--- src/rtl/wav_mcuintf_mbox_ctrl.sv ---
// Host<->MCU mailbox: host2mcu 4-phase handshake into a FIFO, mcu2host send FSM.
// Optional handshake timeout enabled by defining WAV_MCUINTF_MBOX_TIMEOUT_EN.
module wav_mcuintf_mbox_ctrl #(
  parameter int DWIDTH    = 32,
  parameter int IDWIDTH   = 8,
  parameter int DEPTH     = 4,
  parameter int TO_CYCLES = 1024
) (
  input  logic                       i_hclk,
  input  logic                       i_hreset,
  input  logic                       i_h2m_req,
  input  logic [IDWIDTH-1:0]         i_h2m_id,
  input  logic [DWIDTH-1:0]          i_h2m_data,
  output logic                       o_h2m_ack,
  output logic                       o_mcu_irq,
  output logic [IDWIDTH-1:0]         o_mcu_id,
  output logic [DWIDTH-1:0]          o_mcu_data,
  input  logic                       i_mcu_pop,
  output logic [$clog2(DEPTH):0]     o_mcu_level,
  input  logic                       i_m2h_valid,
  input  logic [IDWIDTH-1:0]         i_m2h_id,
  input  logic [DWIDTH-1:0]          i_m2h_data,
  output logic                       o_m2h_ready,
  output logic                       o_m2h_req,
  output logic [IDWIDTH-1:0]         o_m2h_id,
  output logic [DWIDTH-1:0]          o_m2h_data,
  input  logic                       i_m2h_ack,
  output logic                       o_m2h_busy,
  output logic                       o_to_err,
  input  logic                       i_to_clr
);

  localparam int AW = $clog2(DEPTH);
  localparam int LW = AW + 1;
  localparam int EW = IDWIDTH + DWIDTH;

  typedef enum logic {H_IDLE, H_ACK} h_state_t;
  typedef enum logic [1:0] {M_IDLE, M_REQ, M_WAIT_LOW} m_state_t;

  h_state_t         h_state, h_next;
  m_state_t         m_state, m_next;
  logic [EW-1:0]    mem [DEPTH];
  logic [AW-1:0]    wr_ptr, rd_ptr;
  logic [LW-1:0]    level;
  logic             full, empty, push, pop, accept, to_hit;
  logic [IDWIDTH-1:0] m_id_q;
  logic [DWIDTH-1:0]  m_data_q;

  assign full  = (level == LW'(DEPTH));
  assign empty = (level == '0);
  assign pop   = i_mcu_pop && !empty;

  // NOTE: every always_comb output gets a default first so no path can infer a latch.
  always_comb begin
    h_next = h_state;
    push   = 1'b0;
    case (h_state)
      H_IDLE: if (i_h2m_req && !full) begin
        push   = 1'b1;
        h_next = H_ACK;
      end
      H_ACK:  if (!i_h2m_req) h_next = H_IDLE;
      default: h_next = H_IDLE;
    endcase
  end

  always_ff @(posedge i_hclk) begin
    if (i_hreset) begin
      h_state <= H_IDLE;
      wr_ptr  <= '0;
      rd_ptr  <= '0;
      level   <= '0;
    end else begin
      h_state <= h_next;
      if (push) wr_ptr <= wr_ptr + 1'b1;
      if (pop)  rd_ptr <= rd_ptr + 1'b1;
      case ({push, pop})
        2'b10:   level <= level + 1'b1;
        2'b01:   level <= level - 1'b1;
        default: level <= level;
      endcase
    end
  end

  // NOTE: storage is not reset; the empty flag masks stale contents from the outputs.
  always_ff @(posedge i_hclk) begin
    if (push) mem[wr_ptr] <= {i_h2m_id, i_h2m_data};
  end

  assign o_h2m_ack   = (h_state == H_ACK);
  assign o_mcu_irq   = !empty;
  assign o_mcu_level = level;
  assign {o_mcu_id, o_mcu_data} = empty ? '0 : mem[rd_ptr];

  // Send FSM; a timeout overrides any pending transition and returns to idle.
  always_comb begin
    m_next = m_state;
    accept = 1'b0;
    case (m_state)
      M_IDLE: if (i_m2h_valid) begin
        accept = 1'b1;
        m_next = M_REQ;
      end
      M_REQ:      if (i_m2h_ack)  m_next = M_WAIT_LOW;
      M_WAIT_LOW: if (!i_m2h_ack) m_next = M_IDLE;
      default:    m_next = M_IDLE;
    endcase
    if (to_hit) m_next = M_IDLE;
  end

  always_ff @(posedge i_hclk) begin
    if (i_hreset) begin
      m_state  <= M_IDLE;
      m_id_q   <= '0;
      m_data_q <= '0;
    end else begin
      m_state <= m_next;
      if (accept) begin
        m_id_q   <= i_m2h_id;
        m_data_q <= i_m2h_data;
      end
    end
  end

  assign o_m2h_ready = (m_state == M_IDLE);
  assign o_m2h_busy  = (m_state != M_IDLE);
  assign o_m2h_req   = (m_state == M_REQ);
  assign o_m2h_id    = m_id_q;
  assign o_m2h_data  = m_data_q;

`ifdef WAV_MCUINTF_MBOX_TIMEOUT_EN
  localparam int TCW = $clog2(TO_CYCLES + 1);
  logic [TCW-1:0] to_cnt;
  logic           to_err_q;

  // Count holds the number of completed cycles in the current busy state.
  assign to_hit = o_m2h_busy && (to_cnt == TCW'(TO_CYCLES - 1));

  always_ff @(posedge i_hclk) begin
    if (i_hreset) begin
      to_cnt   <= '0;
      to_err_q <= 1'b0;
    end else begin
      if (m_next != m_state || !o_m2h_busy) to_cnt <= '0;
      else                                  to_cnt <= to_cnt + 1'b1;
      if (to_hit)        to_err_q <= 1'b1;
      else if (i_to_clr) to_err_q <= 1'b0;
    end
  end

  assign o_to_err = to_err_q;
`else
  logic unused_to_clr;
  assign unused_to_clr = i_to_clr;
  assign to_hit        = 1'b0;
  assign o_to_err      = 1'b0;
`endif

endmodule

--- config.mk ---
export PLATFORM = sky130hd
export DESIGN_NAME = wav_mcuintf_mbox_ctrl
export DESIGN_NICKNAME = d
export VERILOG_FILES = /design/src/rtl/wav_mcuintf_mbox_ctrl.sv
export SDC_FILE = /design/constraint.sdc
export NUM_CORES = 1
export LEC_CHECK = 0
export CAP_MARGIN = 30
export CELL_PAD_IN_SITES_DETAIL_PLACEMENT = 1
export CELL_PAD_IN_SITES_GLOBAL_PLACEMENT = 2
export CORE_MARGIN = 5
export CORE_UTILIZATION = 33
export DETAILED_ROUTE_END_ITERATION = 8
export PLACE_DENSITY_LB_ADDON = 0.1
export SYNTH_ARGS = -nofsm -noshare
export SYNTH_HDL_FRONTEND = slang
export SYNTH_SLANG_ARGS = --single-unit
--- constraint.sdc ---
create_clock -name i_hclk -period 2.41 [get_ports i_hclk]
set_clock_uncertainty 0.15 [all_clocks]
set_input_delay 0.723 -clock i_hclk [delete_from_list [all_inputs] [get_ports i_hclk]]
set_output_delay 0.723 -clock i_hclk [all_outputs]
set_load 0.01 [all_outputs]
==> reports/results.tsv, run 1 <==
metric	value	unit
Cell Area, Synth	8039	µm²
leading cell types in the layout, fill and taps excluded	edfxtp_1, clkdlybuf4s50_1, nor2_1	
htree depth	1	
Detailed Route Iter0 Violations	134	
layout cell share with drive strength beyond 1	31.10	%
clock-pin slew on the worst setup and hold paths	0.06	ns
Yosys cell types	28	
Total GRT Usage	13.94	%
synth-to-layout area growth	46.44	%
period utilisation layout	118.9	%
Slew Limit Fails	0	
# hold bufs at CTS	0	
die height	166.1	µm
Num Clock Sinks	212	
syn avg cell area	17.71	µm²
TNS Setup	-15.77	ns
fill count	2343	
I/O pins	176	
multi-input logic area	2210	µm²
final hold violation count	0	
drt drc	0	
Leak Pwr	4.287	nW
reg-to-reg startpoint	o_mcu_level[2]$_SDFFE_PP0P_	
Core ar.	24180	µm²
most common cell after layout, fill and taps aside	edfxtp_1	
Die Width	166.1	µm
crit path DAT	1.99	ns
sequential fraction of the synthesis area	72.72	%
Setup CP Type	flip-flop to primary output	
Antenna diodes	0	
Port Buffers	173	
r2r setup slk	-0.04	ns
synth warn	0	
Detail Route Antenna Nets	0	
FF-to-FF path depth	10	
worst IR drop on VDD	0.0006003	V
Final nets	776	
Max Clk Rate	349.0	MHz
reg2reg end	o_mcu_level[2]$_SDFFE_PP0P_	
cell mode on critical path	buf_12	
largest net degree at the start of global routing	39	
Die ar.	27580	µm²
Synth Net Count	547	
Via density	4.597	
Reg area	5862	µm²
crit-path cells	buf_12 > buf_12 > buf_12 > mux4_2 > nor2b_4 > buf_6	
Via Count	4712	
Max Cap Viol	0	
final RePlAce weighted congestion	0.6968	
setup violators final	42	
vias in the first global route	5355	
hold crit path type	flip-flop to flip-flop	
Post-synth EDFFs	160	
CP max FO	8	
Rows	57	
status	complete, but fails checks	
CTS tree	yes	
GRT overflow	0	
pre-CTS setup slack	-0.3859	ns
DR WL/cell	19.03	µm
antenna violations before repair	0	
fin crit period	2.865	ns
DRT Pass-1 Iters	4	
DRT Wirelength	19510	µm
first-pass GRT wire length	30680	µm
number of CTS-inserted buffers	24	
Skew-Pair Late Insertion Delay	0.51	ns
CP endpoint	o_mcu_data[7]	
violated checks	setup timing	
PwrDens	1101	nW/µm²
worst setup margin	-0.4553	ns
initial core utilization	33.25	%
Worst Setup End Kind	primary output	
asr flop ratio synth	0	%
Setup crit start kind	flip-flop	
Synth Instances	454	
RSZ-0062 raised after global routing	yes	
CTS max path bufs	3	
Max stage delay cell, worst path	mux4_2	
hpwl dp	12530	µm
CP required	1.54	ns
Primary FF master, synth	edfxtp_1	
CTS Root Cell	clkbuf_16	
slowest stage delay, CP	0.53	ns
FF+latch count, synth	212	
-- area by class of cell --
cell class                      count  area share (%)
Multi-Input combinational cell    206           18.77
Sequential cell                   212           49.79
Clock inverter                     14           1.924
Inverter                           10          0.3401
Timing Repair Buffer              229           20.09
Clock buffer                       30           5.644
Tap cell                          324           3.444
-- flip-flops by register name, summed over array words and instances (netlist names), named ones only --
name         count
o_h2m_ack        1
wr_ptr           2
m_state          2
rd_ptr           2
mem            160
o_mcu_level      3
o_m2h_data      32
o_m2h_id         8
-- worst min path at each step --
| stage | cells after the start | startpoint | endpoint |
|---|---|---|---|
| 3_3_place_gp | 2 | rd_ptr[1]$_SDFFE_PP0P_ | flip-flop |
| 3_5_place_dp | 2 | rd_ptr[1]$_SDFFE_PP0P_ | flip-flop |
| 4_1_cts | 2 | rd_ptr[1]$_SDFFE_PP0P_ | flip-flop |
| 6_report | 2 | o_m2h_data[5]$_SDFFE_PP0P_ | o_m2h_data[5]$_SDFFE_PP0P_ |
| 5_1_grt | 2 | o_m2h_data[30]$_SDFFE_PP0P_ | o_m2h_data[30]$_SDFFE_PP0P_ |
| 2_1_floorplan | 2 | rd_ptr[1]$_SDFFE_PP0P_ | flip-flop |
-- metal layers --
metal  global-route usage (%)  vias to the layer above  share of wire [%]
met1                    17.82                     2379                 42
met3                    4.356                       27                7.2
met4                    2.977                        0                1.8
met5                        0                        -                  0
li1                         -                     2154                  -
met2                    23.53                      152                 49
-- power breakdown --
part / switching (W) / internal (W)
combinational: 0.00193 / 0.00262
sequential: 0.000125 / 0.00426
clock: 0.00144 / 0.00260
total: 0.00349 / 0.00948
-- per-stage QoR --
step,instance area (µm²),total power [W],util (%),instances,hold slack (ns)
final,11770,0.01297,48.69,1025,0.3448
after detailed placement,10530,0.008204,43.56,958,0.3322
after global placement,10530,0.008139,43.56,958,0.3219
after CTS,11650,0.01293,48.20,1026,0.3499
after floorplan,8055,0.006166,-,454,0.3091
after global routing,11770,0.01364,48.69,1025,0.3690
-- cell usage after synthesis, types with 2 or more instances --
library cell | instances | area (µm²)
edfxtp_1 | 160 | 4805
dfxtp_1 | 52 | 1041
nor2_1 | 50 | 187.7
mux2i_1 | 41 | 410.4
nor2b_1 | 41 | 256.5
mux4_2 | 40 | 900.9
clkbuf_1 | 15 | 56.30
inv_1 | 10 | 37.54
buf_2 | 5 | 25.02
buf_4 | 5 | 37.54
ha_1 | 5 | 62.56
a21oi_1 | 4 | 20.02
and2_1 | 4 | 25.02
xor2_1 | 3 | 26.28
nand2b_1 | 2 | 12.51
nor3_1 | 2 | 10.01
nor3b_1 | 2 | 15.01
o21ai_0 | 2 | 10.01
or3_1 | 2 | 12.51
-- timing repair --
action / CTS / global route
resized for setup: 210 / 44
setup buffers: 20 / 6
endpoints found under the setup margin: 46 / 42
gates cloned: 5 / 0
pin swaps: 3 / 2
-- cells by family (layout without fill, tap and decap cells) --
logic type                 after synthesis  in the layout  synth area share (%)
AOI/OAI and AO/OA                        7              7                0.4670
xor gates and xnor gates                 4              4                0.4359
adders and majority gates                6              6                 1.027
buffers and inverters                   36            283                 2.086
DFF                                    212            212                 72.72
muxes                                   82             82                 16.50
other                                    1              1               0.04665
and+or+nand+nor                        106            106                 6.724
-- critical path: cells and delay by family (launching register included) --
| kind | cells | cell delay (ns) |
|---|---|---|
| multiplexers | 1 | 0.53 |
| buffers and inverters | 4 | 0.45 |
| flip-flops | 1 | 0.36 |
| AND/OR/NAND/NOR | 1 | 0.15 |
Note: power is estimated with default switching activity, not from simulation.
==> run 2, diff against run 1 <==
- CORE_MARGIN: 5 -> 2
==> run 2 against run 1 <==
Net effect:
- the run still ends with setup timing left
- via count down 1.2%
- non-clock buffer count down 6
- register-to-register slack about the same
- core utilization down 1.5 points
- worst hold slack about the same
- first-iteration DRC count up 120%
- die area down 7.1%
- clock-buffer cell count up 5
- sequential share of layout area up 1.8 points
- clock power down 18%
- critical path depth unchanged
- cell area down 3.4%
- highest routed layer unchanged
==> reports/results.tsv, run 2 (synthesis gave the netlist of run 1 again) <==
metric	value	unit	change
synth-to-layout area growth	41.40	%	was 46.44%
clock power share	28.2	%	was 31.1%
period utilisation layout	118.8	%	was 118.9%
PwrDens	1026	nW/µm²	was 1101 nW/µm²
status	complete, but fails checks		unchanged
Total GRT Usage	14.92	%	was 13.94%
combinational fraction of design power	34.2	%	was 35.1%
Largest Register	mem		unchanged
antenna violations before repair	0		unchanged
CTS Root Cell	clkbuf_16		unchanged
Final Util	47.16	%	was 48.69%
layout cell share with drive strength beyond 1	27.81	%	was 31.10%
first-pass GRT wire length	29530	µm	was 30,680 µm
Via density	4.570		was 4.597
worst IR drop on VDD	0.0004881	V	was 0.0006003 V
Detail Route Antenna Nets	0		unchanged
vias in the first global route	5238		was 5,355
fin crit period	2.863	ns	was 2.865 ns
NetSw	0.003291	W	was 0.003488 W
Die Width	160.1	µm	was 166.1 µm
RSZ-0062 raised after global routing	yes		unchanged
Setup CP Type	flip-flop to primary output		unchanged
Rows	57		unchanged
Core ar.	24110	µm²	was 24,180 µm²
final hold violation count	0		unchanged
Setup crit start kind	flip-flop		unchanged
I/O pins	176		unchanged
worst setup margin	-0.4533	ns	was -0.4553 ns
Slew Limit Fails	0		unchanged
violated checks	setup timing		unchanged
CP required	1.54	ns	about the same
Via Count	4657		was 4,712
htree depth	1		unchanged
Skew-Pair Late Insertion Delay	0.51	ns	about the same
drt drc	0		unchanged
Die ar.	25630	µm²	was 27,580 µm²
final RePlAce weighted congestion	0.6993		was 0.6968
DRT Wirelength	18940	µm	was 19,510 µm
Leak Pwr	4.066	nW	was 4.287 nW
setup violators final	41		was 42
Internal	0.008369	W	was 0.009479 W
crit path DAT	1.99	ns	about the same
DR WL/cell	18.58	µm	was 19.03 µm
Final nets	770		was 776
initial core utilization	33.35	%	was 33.25%
Flop pwr share	37.6	%	was 33.8%
largest net degree at the start of global routing	42		was 39
leading cell types in the layout, fill and taps excluded	edfxtp_1, clkdlybuf4s50_1, nor2_1		unchanged
fill count	2393		was 2,343
CTS tree	yes		unchanged
placed cells	960		was 958
switch share	28.22	%	was 26.90%
CP max FO	6		was 8
Port Buffers	173		unchanged
Worst Setup End Kind	primary output		unchanged
Largest register FFs	160		unchanged
number of CTS-inserted buffers	24		unchanged
GRT overflow	0		unchanged
final std cells w/o fill	1019		was 1,025
clock-pin slew on the worst setup and hold paths	0.06	ns	about the same
Max Clk Rate	349.2	MHz	was 349.0 MHz
CTS max path bufs	3		unchanged
die height	160.1	µm	was 166.1 µm
DRT Pass-1 Iters	4		unchanged
Max Cap Viol	0		unchanged
most common cell after layout, fill and taps aside	edfxtp_1		unchanged
Detailed Route Iter0 Violations	294		was 134
# hold bufs at CTS	0		unchanged
hold crit path type	flip-flop to flip-flop		unchanged
Num Clock Sinks	212		unchanged
hpwl dp	12090	µm	was 12,530 µm
==> run 2: cell types whose count changed in the layout (fill, tap and decap cells not counted), moves of 2 or more <==
cell / previous run / this run
nor2b_1: 20 / 32
clkbuf_1: 3 / 9
clkdlybuf4s15_2: 0 / 8
buf_2: 24 / 26
nor2b_4: 20 / 9
bufinv_16: 6 / 0
buf_6: 22 / 14
buf_12: 19 / 13
==> run 2: repair_timing <==
item,in CTS,in global routing
gates cloned,3,0
pin swaps,5,3
setup buffers,15,1
gates resized for setup,189,19
endpoints found under the setup margin,48,41
==> run 2: layer usage <==
| layer | global-route usage [%] | wire [µm] | vias up |
|---|---|---|---|
| met1 | 18.03 | 7804 | 2350 |
| met3 | 3.792 | 1155 | 30 |
| met2 | 26.43 | 9592 | 133 |
| li1 | - | - | 2144 |
| met4 | 4.300 | 386 | 0 |
| met5 | 0 | 0 | - |
==> run 2: path summary, 6_finish.rpt <==
kind,from,end,slack [ns],cells after the start
setup / recovery,flip-flop,o_mcu_data[14],-0.45,6
hold reg to reg,o_m2h_data[15]$_SDFFE_PP0P_,o_m2h_data[15]$_SDFFE_PP0P_,0.35,2
hold / removal,o_m2h_data[15]$_SDFFE_PP0P_,o_m2h_data[15]$_SDFFE_PP0P_,0.35,2
setup reg to reg,o_mcu_level[2]$_SDFFE_PP0P_,o_mcu_level[2]$_SDFFE_PP0P_,-0.05,10
==> run 2: critical path, stage by stage (launching register included) <==
cell and delay [ns]:
dfxtp_4 0.38, buf_12 0.13, buf_12 0.12, buf_6 0.09, mux4_2 0.47, nor2b_1 0.14, buf_2 0.13
==> run 2: power groups by stage <==
stage	logic (W)	clock network [W]	registers, W
2_1_floorplan	0.00172	0	0.00445
3_3_place_gp	0.00356	0	0.00446
3_5_place_dp	0.00360	0	0.00448
4_1_cts	0.00408	0.00342	0.00439
5_1_grt	0.00429	0.00352	0.00442
6_report	0.00398	0.00329	0.00439
==> run 2: per-stage QoR <==
step | TNS (ns) | hold slack [ns] | cell area (µm²) | total power, W | setup WS, ns
after floorplan | 0 | 0.3091 | 8055 | 0.006166 | 0.008808
after global placement | -15.90 | 0.3183 | 10490 | 0.008020 | -0.3286
after detailed placement | -23.21 | 0.3341 | 10490 | 0.008083 | -0.4095
after CTS | -19.06 | 0.3493 | 11370 | 0.01190 | -0.5317
after global routing | -19.13 | 0.3665 | 11360 | 0.01223 | -0.5285
final | -16.15 | 0.3452 | 11370 | 0.01166 | -0.4533
==> run 2: final cells by class <==
class	count	area, µm²	area share (%)
antenna	1	2.502	0.02201
clock buffer	35	661.9	5.823
clock inverter	8	50.05	0.4403
inverter	10	37.54	0.3302
multi-input combinational	206	2136	18.79
sequential	212	5859	51.55
tap	324	405.4	3.566
timing repair buffer	223	2215	19.48
==> run 3, diff against run 2 <==
- ABC_AREA: unset -> 1
- CORE_UTILIZATION: 33 -> 29
- SLEW_MARGIN: unset -> 10
==> run 3 against run 2 <==
Net effect:
- the run still ends with setup timing left
- worst hold slack worse by 0.014 ns
- power up 1.7%
- core utilization down 5.1 points
- combinational power up 2%
- largest power group unchanged
==> reports/results.tsv, run 3 <==
metric	value	unit	change
CP max FO	6		unchanged
status	complete, but fails checks		unchanged
Cell Area, Synth	8379	µm²	was 8039 µm²
adder-cell share of the synthesized area	0.9855	%	was 1.027%
DRT Pass-1 Iters	6		was 4
Port Buffers	173		unchanged
multi-input logic area	2350	µm²	was 2136 µm²
Die ar.	30270	µm²	was 25,630 µm²
Via Count	6229		was 4,657
vias in the first global route	7011		was 5,238
Rows	62		was 57
CTS Root Cell	clkbuf_16		unchanged
leading cell types in the layout, fill and taps excluded	nand2_1, edfxtp_1, nor2_1		was edfxtp_1, clkdlybuf4s50_1, nor2_1
Final nets	1092		was 770
crit path DAT	1.82	ns	was 1.99 ns
worst IR drop on VDD	0.0004141	V	was 0.0004881 V
Yosys top cell by area	edfxtp_1		unchanged
syn avg cell area	10.83	µm²	was 17.71 µm²
RSZ-0062 raised after global routing	yes		unchanged
Primary FF master, synth	edfxtp_1		unchanged
Synth Instances	774		was 454
CP required	1.54	ns	about the same
most common cell in the netlist	nor2_1		was edfxtp_1
first-pass GRT wire length	37510	µm	was 29,530 µm
clock-pin slew on the worst setup and hold paths	0.05	ns	was 0.06 ns
Post-synth EDFFs	160		unchanged
PwrDens	987.5	nW/µm²	was 1026 nW/µm²
final std cells w/o fill	1401		was 1,019
Yosys cell types	27		was 28
final hold violation count	0		unchanged
Final Util	42.05	%	was 47.16%
htree depth	1		unchanged
Via density	4.446		was 4.570
I/O pins	176		unchanged
largest family of logic cells by synthesized area	simple AND/OR/NAND/NOR gates		was multiplexers
post-synth top area share	57.34	%	was 59.77%
mux cell area share after synthesis	0	%	was 16.50%
final RePlAce weighted congestion	0.7213		was 0.6993
sequential fraction of the synthesis area	69.76	%	was 72.72%
most common library cells after synthesis	nor2_1, nand2_1, edfxtp_1		was edfxtp_1, dfxtp_1, nor2_1
Max Cap Viol	0		unchanged
area fraction in compound gates after synthesis	7.824	%	was 0.4669%
Skew-Pair Late Insertion Delay	0.51	ns	about the same
DR WL/cell	16.72	µm	was 18.58 µm
fill count	3135		was 2,393
violated checks	setup timing		unchanged
Num Clock Sinks	212		unchanged
Max Clk Rate	371.5	MHz	was 349.2 MHz
Setup crit start kind	flip-flop		unchanged
Detailed Route Iter0 Violations	259		was 294
synth-to-layout area growth	43.27	%	was 41.40%
CTS tree	yes		unchanged
Setup CP Type	flip-flop to primary output		unchanged
GRT overflow	0		unchanged
DRT Wirelength	23420	µm	was 18,940 µm
placed cells	1338		was 960
hpwl dp	15350	µm	was 12,090 µm
worst hold stages	2		unchanged
NetSw	0.003780	W	was 0.003291 W
simple-gate share of the synthesized area	16.35	%	was 6.724%
Leak Pwr	4.677	nW	was 4.066 nW
synth top area cells	edfxtp_1, dfxtp_1, nor2_1, nand2_1, o21ai_0		was edfxtp_1, dfxtp_1, mux4_2, mux2i_1, nor2b_1
combinational fraction of design power	34.3	%	was 34.2%
drt drc	0		unchanged
worst setup margin	-0.2818	ns	was -0.4533 ns
Reg area	5849	µm²	was 5859 µm²
initial core utilization	29.35	%	was 33.35%
FF+latch count, synth	212		unchanged
die height	174.0	µm	was 160.1 µm
Slew Limit Fails	0		unchanged
most common cell after layout, fill and taps aside	nand2_1		was edfxtp_1
Flop pwr share	37.0	%	was 37.6%
Die Width	174.0	µm	was 160.1 µm
Total GRT Usage	15.65	%	was 14.92%
switch share	31.88	%	was 28.22%
number of CTS-inserted buffers	25		was 24
asr flop ratio synth	0	%	unchanged
Largest Register	mem		unchanged
Worst Setup End Kind	primary output		unchanged
setup violators final	40		was 41
XOR/XNOR share of the synthesized area	0	%	was 0.4358%
CTS max path bufs	3		unchanged
FF-to-FF path depth	13		was 10
Synth Net Count	867		was 547
fin crit period	2.692	ns	was 2.863 ns
pre-CTS setup slack	-0.2358	ns	was -0.4095 ns
antenna violations before repair	2		was 0
TNS Setup	-7.462	ns	was -16.15 ns
layout cell share with drive strength beyond 1	20.57	%	was 27.81%
Core ar.	28550	µm²	was 24,110 µm²
clock power share	28.7	%	was 28.2%
Detail Route Antenna Nets	0		unchanged
period utilisation layout	111.7	%	was 118.8%
hold crit path type	flip-flop to flip-flop		unchanged
Internal	0.008075	W	was 0.008369 W
Largest register FFs	160		unchanged
largest net degree at the start of global routing	44		was 42
synth warn	0		unchanged
[run 3: path summary, 6_finish.rpt]
check,start,end,slack (ns)
setup / recovery,flip-flop,o_mcu_data[3],-0.28
hold / removal,o_m2h_data[10]$_SDFFE_PP0P_,o_m2h_data[10]$_SDFFE_PP0P_,0.33
setup reg to reg,o_mcu_level[1]$_SDFFE_PP0P_,o_mcu_level[2]$_SDFFE_PP0P_,0.32
hold reg to reg,o_m2h_data[10]$_SDFFE_PP0P_,o_m2h_data[10]$_SDFFE_PP0P_,0.33
[run 3: area by class of cell]
cell class / count / share of cell area [%]
Sequential cell: 212 / 48.72
Timing Repair Buffer: 241 / 20.70
Multi-Input combinational cell: 494 / 19.57
Clock buffer: 32 / 5.430
Tap cell: 384 / 4.002
Inverter: 25 / 0.8546
Clock inverter: 12 / 0.6983
Antenna cell: 1 / 0.02084
[run 3: per-stage QoR]
stage | power [W] | area [µm²] | hold slack (ns)
after floorplan | 0.006246 | 8389 | 0.2981
after global placement | 0.008227 | 10930 | 0.3144
after detailed placement | 0.008323 | 10930 | 0.3278
after CTS | 0.01198 | 11900 | 0.3408
after global routing | 0.01258 | 12000 | 0.3678
final | 0.01186 | 12010 | 0.3309
[run 3: cells by family after synthesis]
logic type,after synthesis
flops,212
simple gates,356
compound gates,131
other cells,1
fa+ha+maj,6
buf+inv,68
[run 3: power groups by stage]
stage,clock network (W),logic [W],registers (W)
final,0.00340,0.00406,0.00439
after global routing,0.00367,0.00449,0.00442
after detailed placement,0,0.00386,0.00447
after CTS,0.00352,0.00407,0.00439
after global placement,0,0.00378,0.00445
after floorplan,0,0.00178,0.00446
[run 3: critical path, cell delays in order, from the launching register on]
cell     delay (ns)
dfxtp_4        0.44
buf_6          0.14
buf_12         0.11
buf_16         0.12
nor2_2         0.04
nor2_1         0.07
o21ai_1        0.08
a21oi_2        0.15
buf_2          0.15
[run 3: routing by layer]
layer  routed length (µm)  up-vias  GRT usage [%]
met4                  484        2          3.571
met2                11520      139          27.49
met1                 9560     3008          18.30
met3                 1839       37          5.599
li1                     -     3043              -
met5                   13        -              0
[run 3: what timing repair did]
| action | 4_1_cts | 5_1_grt |
|---|---|---|
| hold buffers | 0 | 0 |
| gates cloned | 5 | 0 |
| pin swaps | 34 | 29 |
| setup endpoints to repair | 44 | 44 |
| setup buffers | 11 | 4 |
| gates resized for setup | 220 | 51 |
